`config.mk`:
```
export PLATFORM = sky130hd
export DESIGN_NAME = dmem_master
export DESIGN_NICKNAME = d
export VERILOG_FILES = /design/src/rtl/dmem_master_pkg.sv /design/src/rtl/dmem_lane_unit.sv /design/src/rtl/dmem_master.sv
export SDC_FILE = /design/constraint.sdc
export NUM_CORES = 1
export LEC_CHECK = 0
export BUFFER_PORTS_ARGS = -buffer_cell sky130_fd_sc_hd__buf_2
export CORE_MARGIN = 3
export CORE_UTILIZATION = 43
export CTS_CLUSTER_SIZE = 25
export DETAILED_ROUTE_END_ITERATION = 6
export PLACE_DENSITY = 0.89
export SETUP_SLACK_MARGIN = 0.3
export SLEW_MARGIN = 30
export SYNTH_ARGS = -nofsm -noshare
export SYNTH_HDL_FRONTEND = slang
export SYNTH_SLANG_ARGS = --single-unit
```
`constraint.sdc`:
```
create_clock -name clk -period 2.05 [get_ports clk]
set_clock_uncertainty 0.1 [all_clocks]
set_input_delay 0 -clock clk [delete_from_list [all_inputs] [get_ports clk]]
set_output_delay 0 -clock clk [all_outputs]
set_load 0.02 [all_outputs]
```
`src/rtl/dmem_master_pkg.sv`:
```
// Shared definitions for the data-RAM initiator: op codes, RAM control
// levels, FSM encoding and the request legality helpers.
package dmem_master_pkg;

  // Default RAM depth (log2 of words); must track the data-memory size.
  localparam int MEM_LOG2_DEF = 17;
  localparam int DMEM_DEPTH   = 1 << MEM_LOG2_DEF;

  typedef enum logic [2:0] {
    OP_LB  = 3'b000,
    OP_LBU = 3'b001,
    OP_LH  = 3'b010,
    OP_LHU = 3'b011,
    OP_LW  = 3'b100,
    OP_SB  = 3'b101,
    OP_SH  = 3'b110,
    OP_SW  = 3'b111
  } mem_op_e;

  localparam logic        CHIP_ENABLE   = 1'b1;
  localparam logic        CHIP_DISABLE  = 1'b0;
  localparam logic        WRITE_ENABLE  = 1'b1;
  localparam logic        WRITE_DISABLE = 1'b0;
  localparam logic [31:0] ZERO_WORD     = 32'h0000_0000;

  typedef enum logic [1:0] {
    ST_IDLE    = 2'b00,
    ST_ISSUE   = 2'b01,
    ST_CAPTURE = 2'b10
  } dmem_state_e;

  // True for SB/SH/SW.
  function automatic logic is_store(input logic [2:0] op);
    return (op == OP_SB) || (op == OP_SH) || (op == OP_SW);
  endfunction

  // Halfwords need an even offset, words need offset 0; bytes always fit.
  function automatic logic is_misaligned(input logic [2:0] op, input logic [1:0] off);
    logic mis;
    case (op)
      OP_LH, OP_LHU, OP_SH: mis = off[0];
      OP_LW, OP_SW:         mis = (off != 2'b00);
      default:              mis = 1'b0;
    endcase
    return mis;
  endfunction

endpackage

```
`src/rtl/dmem_lane_unit.sv`:
```
// Byte-lane logic for the data-RAM port. The store side turns op/offset into
// a byte select and a lane-replicated write word; the load side undoes the
// RAM's byte reversal, picks the addressed lane and extends it.
module dmem_lane_unit
  import dmem_master_pkg::*;
(
  input  logic [2:0]  st_op_i,
  input  logic [1:0]  st_off_i,
  input  logic [31:0] st_wdata_i,
  output logic [3:0]  sel_o,
  output logic [31:0] wdata_o,
  input  logic [2:0]  ld_op_i,
  input  logic [1:0]  ld_off_i,
  input  logic [31:0] rdata_i,
  output logic [31:0] ld_data_o
);

  logic [31:0] unrev_s;
  logic [7:0]  byte_s;
  logic [15:0] half_s;

  // The RAM hands back lane [31:24] at [7:0]; restore write-lane order.
  assign unrev_s = {rdata_i[7:0], rdata_i[15:8], rdata_i[23:16], rdata_i[31:24]};

  // Byte select: offset 0 is the most significant lane (big-endian).
  always_comb begin
    sel_o = 4'b0000;
    case (st_op_i)
      OP_LB, OP_LBU, OP_SB: begin
        case (st_off_i)
          2'd0:    sel_o = 4'b1000;
          2'd1:    sel_o = 4'b0100;
          2'd2:    sel_o = 4'b0010;
          default: sel_o = 4'b0001;
        endcase
      end
      OP_LH, OP_LHU, OP_SH: begin
        if (st_off_i[1]) begin
          sel_o = 4'b0011;
        end else begin
          sel_o = 4'b1100;
        end
      end
      default: sel_o = 4'b1111;
    endcase
  end

  // Replicate narrow store data across lanes so sel alone picks the target.
  always_comb begin
    wdata_o = st_wdata_i;
    case (st_op_i)
      OP_SB:   wdata_o = {4{st_wdata_i[7:0]}};
      OP_SH:   wdata_o = {2{st_wdata_i[15:0]}};
      default: wdata_o = st_wdata_i;
    endcase
  end

  // Lane extraction from the un-reversed word.
  always_comb begin
    byte_s = unrev_s[7:0];
    case (ld_off_i)
      2'd0:    byte_s = unrev_s[31:24];
      2'd1:    byte_s = unrev_s[23:16];
      2'd2:    byte_s = unrev_s[15:8];
      default: byte_s = unrev_s[7:0];
    endcase
    if (ld_off_i[1]) begin
      half_s = unrev_s[15:0];
    end else begin
      half_s = unrev_s[31:16];
    end
  end

  // Sign- or zero-extension of the selected lane.
  always_comb begin
    ld_data_o = unrev_s;
    case (ld_op_i)
      OP_LB:   ld_data_o = {{24{byte_s[7]}}, byte_s};
      OP_LBU:  ld_data_o = {24'h00_0000, byte_s};
      OP_LH:   ld_data_o = {{16{half_s[15]}}, half_s};
      OP_LHU:  ld_data_o = {16'h0000, half_s};
      default: ld_data_o = unrev_s;
    endcase
  end

endmodule

```
`src/rtl/dmem_master.sv`:
```
// Data-RAM initiator for the MEM stage. Accepts one load/store at a time,
// rejects misaligned or out-of-range requests without touching the RAM,
// drives one ISSUE cycle to the RAM, and for loads captures the registered
// read word one cycle later. All outputs are registered.
module dmem_master
  import dmem_master_pkg::*;
#(
  parameter int ADDR_W   = 32,
  parameter int MEM_LOG2 = MEM_LOG2_DEF
) (
  input  logic              clk,
  input  logic              rst_n,
  input  logic              req_valid,
  output logic              req_ready,
  input  logic [2:0]        req_op,
  input  logic [ADDR_W-1:0] req_addr,
  input  logic [31:0]       req_wdata,
  output logic              rsp_valid,
  output logic              rsp_err,
  output logic [31:0]       rsp_data,
  output logic              ram_ce_o,
  output logic              ram_we_o,
  output logic [ADDR_W-1:0] ram_addr_o,
  output logic [3:0]        ram_sel_o,
  output logic [31:0]       ram_data_o,
  input  logic [31:0]       ram_data_i
);

  dmem_state_e       state_q, state_d;
  logic              ready_q, ready_d;
  logic              rsp_valid_q, rsp_valid_d;
  logic              rsp_err_q, rsp_err_d;
  logic [31:0]       rsp_data_q, rsp_data_d;
  logic              ce_q, ce_d;
  logic              we_q, we_d;
  logic [ADDR_W-1:0] addr_q, addr_d;
  logic [3:0]        sel_q, sel_d;
  logic [31:0]       wdata_q, wdata_d;
  logic [2:0]        op_q, op_d;
  logic [1:0]        off_q, off_d;

  logic              accept_s;
  logic              oor_s;
  logic              req_err_s;
  logic [3:0]        enc_sel_s;
  logic [31:0]       enc_wdata_s;
  logic [31:0]       ld_data_s;

  assign accept_s  = req_valid & ready_q;
  assign oor_s     = |req_addr[ADDR_W-1:MEM_LOG2+2];
  assign req_err_s = oor_s | is_misaligned(req_op, req_addr[1:0]);

  // Encoder works on the live request (used only at accept); decoder on latched fields.
  dmem_lane_unit u_lane (
    .st_op_i    (req_op),
    .st_off_i   (req_addr[1:0]),
    .st_wdata_i (req_wdata),
    .sel_o      (enc_sel_s),
    .wdata_o    (enc_wdata_s),
    .ld_op_i    (op_q),
    .ld_off_i   (off_q),
    .rdata_i    (ram_data_i),
    .ld_data_o  (ld_data_s)
  );

  // Next-state and registered-output decode; ce/we are only ever set for the ISSUE cycle.
  always_comb begin
    state_d     = state_q;
    rsp_valid_d = 1'b0;
    rsp_err_d   = 1'b0;
    rsp_data_d  = ZERO_WORD;
    ce_d        = CHIP_DISABLE;
    we_d        = WRITE_DISABLE;
    addr_d      = addr_q;
    sel_d       = sel_q;
    wdata_d     = wdata_q;
    op_d        = op_q;
    off_d       = off_q;
    case (state_q)
      ST_IDLE: begin
        if (accept_s) begin
          if (req_err_s) begin
            rsp_valid_d = 1'b1;
            rsp_err_d   = 1'b1;
          end else begin
            state_d = ST_ISSUE;
            ce_d    = CHIP_ENABLE;
            we_d    = is_store(req_op) ? WRITE_ENABLE : WRITE_DISABLE;
            addr_d  = {req_addr[ADDR_W-1:2], 2'b00};
            sel_d   = enc_sel_s;
            op_d    = req_op;
            off_d   = req_addr[1:0];
            if (is_store(req_op)) begin
              wdata_d = enc_wdata_s;
            end else begin
              wdata_d = wdata_q;
            end
          end
        end else begin
          state_d = ST_IDLE;
        end
      end
      ST_ISSUE: begin
        if (is_store(op_q)) begin
          state_d     = ST_IDLE;
          rsp_valid_d = 1'b1;
        end else begin
          state_d = ST_CAPTURE;
        end
      end
      ST_CAPTURE: begin
        state_d     = ST_IDLE;
        rsp_valid_d = 1'b1;
        rsp_data_d  = ld_data_s;
      end
      default: begin
        state_d = ST_IDLE;
      end
    endcase
    ready_d = (state_d == ST_IDLE);
  end

  // State and output registers; reset aborts any in-flight access.
  always_ff @(posedge clk or negedge rst_n) begin
    if (!rst_n) begin
      state_q     <= ST_IDLE;
      ready_q     <= 1'b0;
      rsp_valid_q <= 1'b0;
      rsp_err_q   <= 1'b0;
      rsp_data_q  <= ZERO_WORD;
      ce_q        <= CHIP_DISABLE;
      we_q        <= WRITE_DISABLE;
      addr_q      <= '0;
      sel_q       <= 4'b0000;
      wdata_q     <= ZERO_WORD;
      op_q        <= 3'b000;
      off_q       <= 2'b00;
    end else begin
      state_q     <= state_d;
      ready_q     <= ready_d;
      rsp_valid_q <= rsp_valid_d;
      rsp_err_q   <= rsp_err_d;
      rsp_data_q  <= rsp_data_d;
      ce_q        <= ce_d;
      we_q        <= we_d;
      addr_q      <= addr_d;
      sel_q       <= sel_d;
      wdata_q     <= wdata_d;
      op_q        <= op_d;
      off_q       <= off_d;
    end
  end

  assign req_ready  = ready_q;
  assign rsp_valid  = rsp_valid_q;
  assign rsp_err    = rsp_err_q;
  assign rsp_data   = rsp_data_q;
  assign ram_ce_o   = ce_q;
  assign ram_we_o   = we_q;
  assign ram_addr_o = addr_q;
  assign ram_sel_o  = sel_q;
  assign ram_data_o = wdata_q;

endmodule

```
# Word level (Yosys, flattened, before mapping)
# Cells that the tools add are included.
# W data, S select, Z words.
dict set report word_totals {
  ff_bits 110
  in_bits 102
  out_inout_bits 105
  word_cells 76
}
dict set report classes {
  eq_ne 19
  n_mux 25
  bitwise_logic 3
  n_reduce_logical 17
}
# operator count
set ops {}
lappend ops {{$pmux W32 S4} 1}
lappend ops {{$pmux W32 S2} 1}
lappend ops {{$mux W32} 1}
lappend ops {{$pmux W8 S3} 1}
lappend ops {{$eq A3 B3 Y1 const B} 7}
lappend ops {{$mux W16} 1}
lappend ops {{$reduce_or A13 Y1} 1}
lappend ops {{$eq A3 B2 Y1 const B} 4}
lappend ops {{$pmux W4 S3} 1}
lappend ops {{$mux W1} 11}
lappend ops {{$logic_not A2 Y1} 4}
lappend ops {{$pmux W4 S2} 1}
lappend ops {{$eq A2 B1 Y1 const B} 3}
lappend ops {{$eq A2 B2 Y1 const B} 3}
lappend ops {{$eq A3 B1 Y1 const B} 2}
lappend ops {{$logic_not A3 Y1} 2}
lappend ops {{$mux W2} 3}
lappend ops {{$reduce_or A3 Y1} 2}
lappend ops {{$logic_or A1 B1 Y1} 4}
lappend ops {{$mux W4} 1}
lappend ops {{$pmux W2 S2} 1}
lappend ops {{$reduce_and A4 Y1} 1}
lappend ops {{$pmux W1 S3} 1}
lappend ops {{$reduce_and A3 Y1} 1}
lappend ops {{6 further kinds} 6}

# Longest topological paths before layout
# Gate-level depths: netlist (run 1).
dict set report depth {
  ltp_word 8
  depth_mapped 8
  mapped_depth_nobuf 5
}

# By module
# Synthesis (run 1) repeated with hierarchy kept, for this count alone.
dict set report unflattened {
  hier_cells 456
  hier_area_um2 5378.9
}
# mod n_inst cells_per_inst area_each_um2 seq_area_each_um2
set by_module_without_submodules {}
lappend by_module_without_submodules {dmem_master 1 250 3962.6 2752.6}
lappend by_module_without_submodules {dmem_lane_unit 1 206 1416.4 0.0}

# Least setup slack after synthesis (run 1)
# OpenSTA, ideal clock, no wires.
dict set report synth_path {
  kind {register to register}
  startpoint {register ready_q, in the netlist req_ready}
  endpoint {register wdata_q[1], in the netlist ram_data_o[1]}
  setup_time_ns 0.125
  arrival_ns 1.746
  required_time_ns 1.825
  slack_ns 0.079
  path_stages_with_launch 7
  path_buffers 2
  period_less_slack_ns 1.971
  path_cell_list {dfrtp_1 nand4bb_1 a2111oi_4 nand4_1 buf_4 buf_6 mux2_4}
}
dict set report synth_between {
  elab_chain_len 2
}
# element line
set synth_lines {}
lappend synth_lines {{from (decl)} dmem_master.sv:30} ;# logic ready_q, ready_d;
lappend synth_lines {{from (signal assigned)} dmem_master.sv:140} ;# ready_q <= ready_d;
lappend synth_lines {{$and A1 B1 Y1} dmem_master.sv:49} ;# assign accept_s = req_valid & ready_q;
lappend synth_lines {{$reduce_and A4 Y1 (no line)} n/a}
lappend synth_lines {{to (signal assigned)} dmem_master.sv:148} ;# wdata_q <= wdata_d;
lappend synth_lines {{to (decl)} dmem_master.sv:38} ;# logic [31:0] wdata_q, wdata_d;
# Every way passes these cells.
# A chain may end at the register's enable or synchronous reset.

# Worst setup path in the final report (run 1)
dict set report layout_path {
  startpoint {register state_q[0]}
  endpoint {register wdata_q[18], in the netlist ram_data_o[18]}
}
dict set report layout_between {
  elab_chain_len 2
}
# element line
set layout_lines {}
lappend layout_lines {{from (decl)} dmem_master.sv:29} ;# dmem_state_e state_q, state_d;
lappend layout_lines {{from (signal assigned)} dmem_master.sv:139} ;# state_q <= state_d;
lappend layout_lines {{$logic_not A2 Y1} dmem_master.sv:79} ;# case (state_q)
lappend layout_lines {{$reduce_and A4 Y1 (no line)} n/a}
# Every way passes these cells.

==> impl_metrics.json, run 1 <==
{
  "multiInputGateArea_um2": 2050,
  "std_cell_rows": 37,
  "via_per_inst": 5.60,
  "outcome": "finished with violations",
  "cts_inserted_buffers": 9,
  "placeable_core_region_um2": 10400,
  "grt_first_pass_wirelength_um": 27300,
  "grt_start_max_net_pins": 48,
  "setup.worst_path.end_class": "register",
  "max_slew.worst_pin.slew_ps": 564,
  "place_congestion": 0.873,
  "pre_cts_slack_ps": 34.3,
  "synth.top_cell.area_share_pct": 59.0,
  "required_ps": 2230,
  "dp.cells": 758,
  "top_reg_cell_synth": "dfrtp_1",
  "stdcell_count": 897,
  "floorplan.initialDensity_pct": 44.8,
  "avgRoutedWirePerCell_um": 20.7,
  "htree_levels": 3,
  "synth_common_cells": "110 x dfrtp_1, 52 x nand2_1, 35 x o21ai_0, 27 x mux2_2, 26 x inv_1",
  "num_io_pins": 207,
  "synthTopCellsByArea": "dfrtp_1 59%, mux2_2 6.5%, nand2_1 4.2%",
  "clkLatencyLatePin_ps": 380,
  "setup_ws_ps": -133,
  "area.growth.synth_to_final_pct": 66.8,
  "design.die.area_um2": 12100,
  "total_power_uw": 4110,
  "routed_wl_um": 18600,
  "cts_sinks": 110,
  "power_density_nw_per_um2": 528,
  "critical_path_peak_fanout": 18,
  "final.fill_count": 612,
  "antenna_violating_nets_post_route": 0,
  "layout_min_cycle_time_ps": 2180,
  "final_core_utilization_pct": 74.7,
  "routed-via-count": 5021,
  "clk_root_buffer_cell": "clkbuf_8",
  "cts.path.max_buffers": 2,
  "totalNegativeSetupSlack_ps": -4530,
  "synth_largest_area_cell": "dfrtp_1",
  "die_width_um": 110,
  "worstHoldPathType": "input port to register",
  "drt-initial-drc-count": 448,
  "first_drt_pass_iteration_count": 5,
  "dp_hpwl_um": 9950,
  "port-buffer-count": 204,
  "synth_edf_count": 0,
  "crit_path_start_kind": "register",
  "violated_checks": "negative setup slack",
  "drc_violations_left": 0,
  "synth.ff_latch_count": 110,
  "critPathArrivalTime_ps": 2360,
  "ys_warn_count": 0,
  "clock_pin_transition_on_the_worst_setup_and_hold_timing_paths_ps": 120,
  "cts_tree": "built",
  "grt_setup_unrepaired": "true",
  "finalSetupViolations": 56,
  "drive_gt1_share_pct": 47.7,
  "sequential_cell_area_um2": 2760,
  "synthMostInstantiatedCell": "dfrtp_1",
  "yosys.cell_types.count": 44,
  "total_leakage_power_uw": 0.00419,
  "yosysSeqAreaShare_pct": 59.0,
  "worst-setup-path-type": "register to register",
  "slew_violations": 0,
  "cap_violations": 0,
  "antenna_found_initial": 3,
  "achievable-frequency_ghz": 0.458,
  "max_slew_margin_pct": 62.4,
  "grt_util_all_layers_pct": 29.5,
  "vert_die_dim_um": 110,
  "grt.overflow.total": 0,
  "rrSetupSlack_ps": -130,
  "synthCells": 428,
  "synthesis.area_um2": 4660,
  "final_nets": 854,
  "postSynth.asyncResetShare_pct": 100,
  "final_hold_viol_count": 0,
  "post_synth.cell_area_avg_um2": 10.9,
  "worst_ir_drop_on_vdd_mv": 0.333,
  "finalCritPeriodShare_pct": 107,
  "grt_pass1_vias": 5281
}
## cells in the final DEF (no fill, tap or decap), drive strengths merged, types with 4 or more instances in the layout
cell type    Yosys  routed
buf              8     238
and2            15      15
nor3            11      11
mux2            31      31
mux2i           17      17
inv             26      28
dlygate4sd3      0      98
nor2            14      14
o21ai           49      49
nand2           52      52
diode            0       4
a21oi           22      22
dfrtp          110     110
o22ai           15      15
a221oi           7       7
clkbuf          19      11
## state kept, by name, summed over array words and instances (netlist names)
signal	count
ram_data_o	32
rsp_data	32
ram_addr_o	30
ram_sel_o	4
op_q	3
off_q	2
state_q	2
ram_ce_o	1
ram_we_o	1
req_ready	1
rsp_err	1
rsp_valid	1
## stage by stage
step	instance area (µm²)	hold slack, ps
detailed placement	5930	-73.2
finish	7780	34.8
floorplan	4730	-396
global placement	5930	-81.4
CTS	7470	1.77
global route	7770	40.4
## kinds of logic (layout without fill, tap and decap cells)
group,Yosys count,after routing,synth area share [%]
AO/OA/AOI/OAI,107,108,13.7
buffers and inverters,53,380,4.72
flip-flops,110,110,59.0
multiplexers,48,48,11.3
other,1,6,0.0804
AND/OR/NAND/NOR,109,109,11.2
## timing repair
action,in CTS,in global routing
cloned,7,1
resized for setup,44,71
setup buffers,8,5
pin swaps,12,17
hold buffers,98,0
setup endpoints to repair,85,102
hold endpoints to repair,201,0
## worst max-delay path, stage by stage, from the launching register on
cell and delay (ps):
dfrtp_1 430, nand4bb_4 280, a2111oi_4 410, nand4_1 180, buf_6 190, bufbuf_16 290, nand2_2 100, o21ai_2 80
## area by class of cell
| cell class | instances | share of cell area (%) |
|---|---|---|
| timing repair buffer | 338 | 31.9 |
| multi-input combinational | 267 | 26.4 |
| clock buffer | 10 | 1.77 |
| sequential | 110 | 35.5 |
| tap | 136 | 2.19 |
| clock inverter | 6 | 0.885 |
| antenna | 4 | 0.129 |
| inverter | 26 | 1.25 |
## power breakdown
| part | switching [µW] | total [µW] | internal [µW] | leakage (µW) |
|---|---|---|---|---|
| Clock | 786 | 1400 | 611 | 0.000109 |
| Sequential | 1.62 | 2170 | 2170 | 0.00152 |
| Combinational | 264 | 536 | 272 | 0.00256 |
| Total | 1050 | 4110 | 3050 | 0.00419 |
## routing by layer
layer  wire, µm  GRT usage (%)  vias to the layer above  part of all wire, %
met1       6550           33.0                     2400                   35
met4       1080           18.6                        0                  5.8
met2       9250           50.5                      391                   50
met3       1680           7.22                      104                  9.0
met5          0              0                        -                    0
li1           -              -                     2126                    -
## path summary, 6_finish.rpt
kind,start,cells after the start,end
worst max-delay path,state_q[0],7,ram_data_o[18]
min in group asynchronous,rst_n,2,ram_data_o[23]
worst min-delay path,req_addr[31],4,state_q[0]
worst min register to register,ram_addr_o[24],1,ram_addr_o[24]
max in group asynchronous,rst_n,3,ram_addr_o[10]
worst max register to register,state_q[0],7,ram_data_o[18]
Note: power is estimated with default switching activity, not from simulation.
==> inputs of run 2 (changes only) <==
Settings changed: BUFFER_PORTS_ARGS -buffer_cell sky130_fd_sc_hd__buf_2 to -buffer_cell sky130_fd_sc_hd__clkbuf_2, CORE_UTILIZATION 43 to 39, PLACE_DENSITY 0.89 to 0.83.
==> run 2 against run 1 <==
The flow now finishes without violations. First-iteration DRC count fell by 10%. Critical path depth fell by 1. Sequential power barely moved. Register-to-register slack improved by 170 ps. Core utilization fell by 7.7 points. Via count fell by 5.1%. Sequential cell count did not move. Critical path type unchanged. Critical endpoint is now ram_data_o[2].
==> impl_metrics.json, run 2 (synthesis gave the netlist of run 1 again) <==
{
  "avgRoutedWirePerCell_um": 18.9,
  "cts_tree": "built",
  "via_per_inst": 5.29,
  "total_leakage_power_uw": 0.00414,
  "max_slew_margin_pct": 59.8,
  "clk_root_buffer_cell": "clkbuf_16",
  "vert_die_dim_um": 115,
  "num_io_pins": 207,
  "design.die.area_um2": 13300,
  "critical_path.startpoint": "state_q[1]",
  "std_cell_rows": 39,
  "placement.cell_area_um2": 5930,
  "drive_gt1_share_pct": 46.3,
  "grt_pass1_vias": 4937,
  "dp_hpwl_um": 9680,
  "setup.worst_path.end_class": "register",
  "critical-path-slowest-cell": "dfrtp_1",
  "floorplan.initialDensity_pct": 40.3,
  "antenna_found_initial": 1,
  "cap_violations": 0,
  "cts_inserted_buffers": 9,
  "hold_start": "req_op[2]",
  "drt-initial-drc-count": 401,
  "worstHoldPathType": "input port to register",
  "routed_wl_um": 17000,
  "critPathArrivalTime_ps": 2150,
  "htree_levels": 3,
  "placeable_core_region_um2": 11600,
  "cts_sinks": 110,
  "grt_util_all_layers_pct": 23.9,
  "achievable-frequency_ghz": 0.496,
  "first_drt_pass_iteration_count": 6,
  "cts.path.max_buffers": 2,
  "grt_start_max_net_pins": 53,
  "layout_common_cells": "203 x clkbuf_2, 107 x dfrtp_1, 94 x dlygate4sd3_1",
  "finalSetupViolations": 0,
  "area.growth.synth_to_final_pct": 66.0,
  "total_power_uw": 4610,
  "mostFrequentLayoutCell": "clkbuf_2",
  "setup_ws_ps": 32.6,
  "final_nets": 853,
  "path_cells": "nand4bb_4 -> a2111oi_4 -> nand4_1 -> buf_6 -> buf_12 -> mux2_4",
  "critPathMaxStageDelay_ps": 390,
  "outcome": "completed",
  "finalInstanceArea_um2": 7740,
  "layout_min_cycle_time_ps": 2020,
  "drc_violations_left": 0,
  "clock_pin_transition_on_the_worst_setup_and_hold_timing_paths_ps": 80,
  "grt_setup_unrepaired": "true",
  "worst_ir_drop_on_vdd_mv": 0.430,
  "finalCritPeriodShare_pct": 98.4,
  "grt_first_pass_wirelength_um": 24800,
  "routed-via-count": 4765,
  "power_density_nw_per_um2": 596,
  "critical_path_peak_fanout": 14,
  "crit_path_start_kind": "register",
  "crit-reg2reg-launch": "state_q[1]",
  "max_slew.worst_pin.slew_ps": 602,
  "final_core_utilization_pct": 66.9,
  "die_width_um": 115,
  "worst-setup-path-type": "register to register",
  "required_ps": 2180,
  "clkLatencyLatePin_ps": 350,
  "slew_violations": 0,
  "grt.overflow.total": 0,
  "pre_cts_slack_ps": 13.8,
  "antenna_violating_nets_post_route": 0,
  "place_congestion": 0.892,
  "port-buffer-count": 204,
  "final_hold_viol_count": 0
}
-- run 2: area by class of cell --
class | instances | area (µm²)
antenna | 1 | 2.50
clock buffer | 10 | 239
clock inverter | 6 | 93.8
fill | 832 | 3820
inverter | 26 | 97.6
multi-input combinational | 267 | 1930
sequential | 110 | 2760
tap | 143 | 179
timing repair buffer | 337 | 2440
-- run 2: critical path, delay by kind of cell, from the launching register on --
family | cells | cell delay [ps]
and+or+nand+nor | 2 | 430
DFF | 1 | 390
muxes | 1 | 300
AOI/OAI and AO/OA | 1 | 360
buffers and inverters | 2 | 320
-- run 2: what timing repair did --
| action | CTS | global route |
|---|---|---|
| gates resized for setup | 20 | 58 |
| setup endpoints to repair | 79 | 102 |
| hold buffers | 95 | 0 |
| pin swaps | 6 | 20 |
| buffers inserted | 6 | 8 |
| gates cloned | 4 | 5 |
| hold endpoints to repair | 179 | 0 |
-- run 2: power breakdown --
group          switching, µW  total, µW  internal, µW
Sequential              1.54       2170          2170
Combinational            245        510           265
Clock                    816       1930          1110
Total                   1060       4610          3550
-- run 2: through the flow --
step | std cells | hold slack, ps | TNS [ps]
after floorplan | 429 | -396 | 0
after global placement | 765 | -110 | 0
after detailed placement | 765 | -102 | 0
after CTS | 886 | 13.8 | 0
after global routing | 900 | 51.8 | -3.58
final | 900 | 42.5 | 0
-- run 2: worst paths after layout --
path | endpoint | slack [ps] | cells after the start
min in group asynchronous | rsp_data[22] | 70 | 2
max in group asynchronous | ram_addr_o[24] | 1070 | 3
hold / removal | op_q[2] | 40 | 3
hold reg to reg | ram_data_o[23] | 400 | 2
setup reg to reg | ram_data_o[2] | 30 | 6
setup / recovery | ram_data_o[2] | 30 | 6
-- run 2: layer usage --
metal	vias to the layer above	part of all wire, %	GRT usage, %
li1	2127	-	-
met1	2308	37	26.8
met2	271	51	41.8
met3	59	7.8	5.58
met4	0	4.2	12.9
met5	-	0	0
==> inputs of run 3 (changes only) <==
Settings changed: HOLD_SLACK_MARGIN from default to 0.1.
==> run 3 against run 2 <==
Design area up 0.91%. Count of clock-buffer cells in the layout stayed put. Non-clock buffer count increased by 8. Fmax up 0.88%. Cell count is 0.89% higher. Register-to-register slack improved by 20 ps. Total power up 0.24%. Largest cell class unchanged.
==> impl_metrics.json, run 3 (synthesis gave the netlist of run 1 again) <==
{
  "outcome": "completed",
  "setup_ws_ps": 50.2,
  "max_slew_margin_pct": 60.0,
  "cts_inserted_buffers": 9,
  "multiInputGateArea_um2": 1920,
  "p_int_uw": 3560,
  "clock_pin_transition_on_the_worst_setup_and_hold_timing_paths_ps": 70,
  "place_congestion": 0.892,
  "cts.path.max_buffers": 2,
  "slew_violations": 0,
  "critical_path_peak_fanout": 21,
  "worst_ir_drop_on_vdd_mv": 0.421,
  "drc_violations_left": 0,
  "crit-reg2reg-launch": "state_q[1]",
  "num_io_pins": 207,
  "worstHoldPathType": "input port to register",
  "power.share.clock_pct": 41.7,
  "drive_gt1_share_pct": 45.5,
  "grt.overflow.total": 0,
  "area.growth.synth_to_final_pct": 67.5,
  "via_per_inst": 5.32,
  "layout_common_cells": "203 x clkbuf_2, 107 x dfrtp_1, 104 x dlygate4sd3_1",
  "antenna_found_initial": 1,
  "drt-initial-drc-count": 384,
  "pre_cts_slack_ps": 13.8,
  "critPathArrivalTime_ps": 2130,
  "finalCritPeriodShare_pct": 97.6,
  "p_sw_share_pct": 23.0,
  "power.share.combinational_pct": 11.3,
  "r2r_end": "ram_addr_o[18]",
  "worst_hold_path.endpoint": "ram_ce_o",
  "antenna_violating_nets_post_route": 0,
  "first_drt_pass_iteration_count": 5,
  "port-buffer-count": 204,
  "std_cell_rows": 39,
  "htree_levels": 3,
  "design.die.area_um2": 13300,
  "grt_first_pass_wirelength_um": 24700,
  "routed_wl_um": 16900,
  "setup.worst_path.end_class": "register",
  "total_switching_power_uw": 1060,
  "routed-via-count": 4831,
  "cts_sinks": 110,
  "finalSetupViolations": 0,
  "seq_power_share_pct": 47.0,
  "final_core_utilization_pct": 67.5,
  "grt_setup_unrepaired": "true",
  "worst-setup-path-type": "register to register",
  "max_slew.worst_pin.slew_ps": 598,
  "cts_tree": "built",
  "dp_hpwl_um": 9680,
  "layout_min_cycle_time_ps": 2000,
  "clk_root_buffer_cell": "clkbuf_16",
  "vert_die_dim_um": 115,
  "totalNegativeSetupSlack_ps": 0,
  "hold_start": "req_addr[20]",
  "clkLatencyLatePin_ps": 350,
  "final.fill_count": 817,
  "placement.cell_area_um2": 5930,
  "placeable_core_region_um2": 11600,
  "floorplan.initialDensity_pct": 40.3,
  "holdWs_ps": 122,
  "required_ps": 2180,
  "rr_worst_depth": 5,
  "avgRoutedWirePerCell_um": 18.6,
  "hold_depth": 4,
  "crit_path_start_kind": "register",
  "mostFrequentLayoutCell": "clkbuf_2",
  "grt_start_max_net_pins": 53,
  "finalInstanceArea_um2": 7810,
  "sequential_cell_area_um2": 2760,
  "die_width_um": 115,
  "grt_pass1_vias": 4989,
  "final_nets": 861,
  "achievable-frequency_ghz": 0.500,
  "rrSetupSlack_ps": 50,
  "final_hold_viol_count": 0,
  "grt_util_all_layers_pct": 23.8,
  "cap_violations": 0,
  "total_leakage_power_uw": 0.00417,
  "power_density_nw_per_um2": 592
}
==> run 3: cell types whose count changed in the layout (fill, tap and decap cells not counted) <==
cell            before  now
buf_6                6    5
a31oi_1              1    2
dlymetal6s4s_1       1    0
a31oi_2              1    0
dlygate4sd3_1       94  104
==> run 3: final cells by class <==
cell class / count / area share [%]
Timing Repair Buffer: 345 / 32.3
Tap cell: 143 / 2.29
Multi-Input combinational cell: 267 / 24.6
Sequential cell: 110 / 35.3
Inverter: 26 / 1.25
Clock inverter: 6 / 1.20
Clock buffer: 10 / 3.06
Antenna cell: 1 / 0.0320
==> run 3: per-stage QoR <==
stage,power [µW],instances
floorplan,2330,429
global placement,2530,765
detailed placement,2540,765
CTS,4630,895
global route,4770,908
finish,4620,908
==> run 3: power by group through the flow <==
stage                     clock network [µW]  logic [µW]  registers, µW
final                                   1930         521           2170
after global routing                    2040         562           2170
after CTS                               1960         494           2170
after detailed placement                   0         321           2220
after global placement                     0         313           2220
after floorplan                            0         108           2220
==> run 3: metal layers <==
metal / up-vias / track usage, % / part of all wire [%]
met3: 63 / 5.84 / 8.0
met4: 0 / 13.1 / 4.0
met2: 295 / 41.6 / 51
met1: 2319 / 26.5 / 37
met5: - / 0 / 0
li1: 2154 / - / -
==> run 3: worst max-delay path by stage <==
stage                             from             end  slack (ps)  cells past startpoint
after detailed placement  req_addr[27]   ram_data_o[2]          10                      6
after global placement    req_addr[27]   ram_data_o[2]          70                      6
after floorplan             state_q[1]   ram_data_o[1]         130                      6
after CTS                   state_q[0]   ram_data_o[2]          80                      6
after global routing        state_q[1]  ram_addr_o[18]          -1                      5
final                       state_q[1]  ram_addr_o[18]          50                      5
==> run 3: worst max-delay path: stages (launching register included) <==
cell	delay [ps]
dfrtp_1	380
nand4bb_4	250
a2111oi_4	340
nand3_2	250
buf_12	240
mux2_4	300
==> run 3: timing repair <==
item,4_1_cts,5_1_grt
pin swaps,6,22
buffers inserted,6,7
hold endpoints to repair,204,0
gates cloned,4,5
gates resized for setup,20,55
endpoints found under the setup margin,79,102
hold buffers,104,0
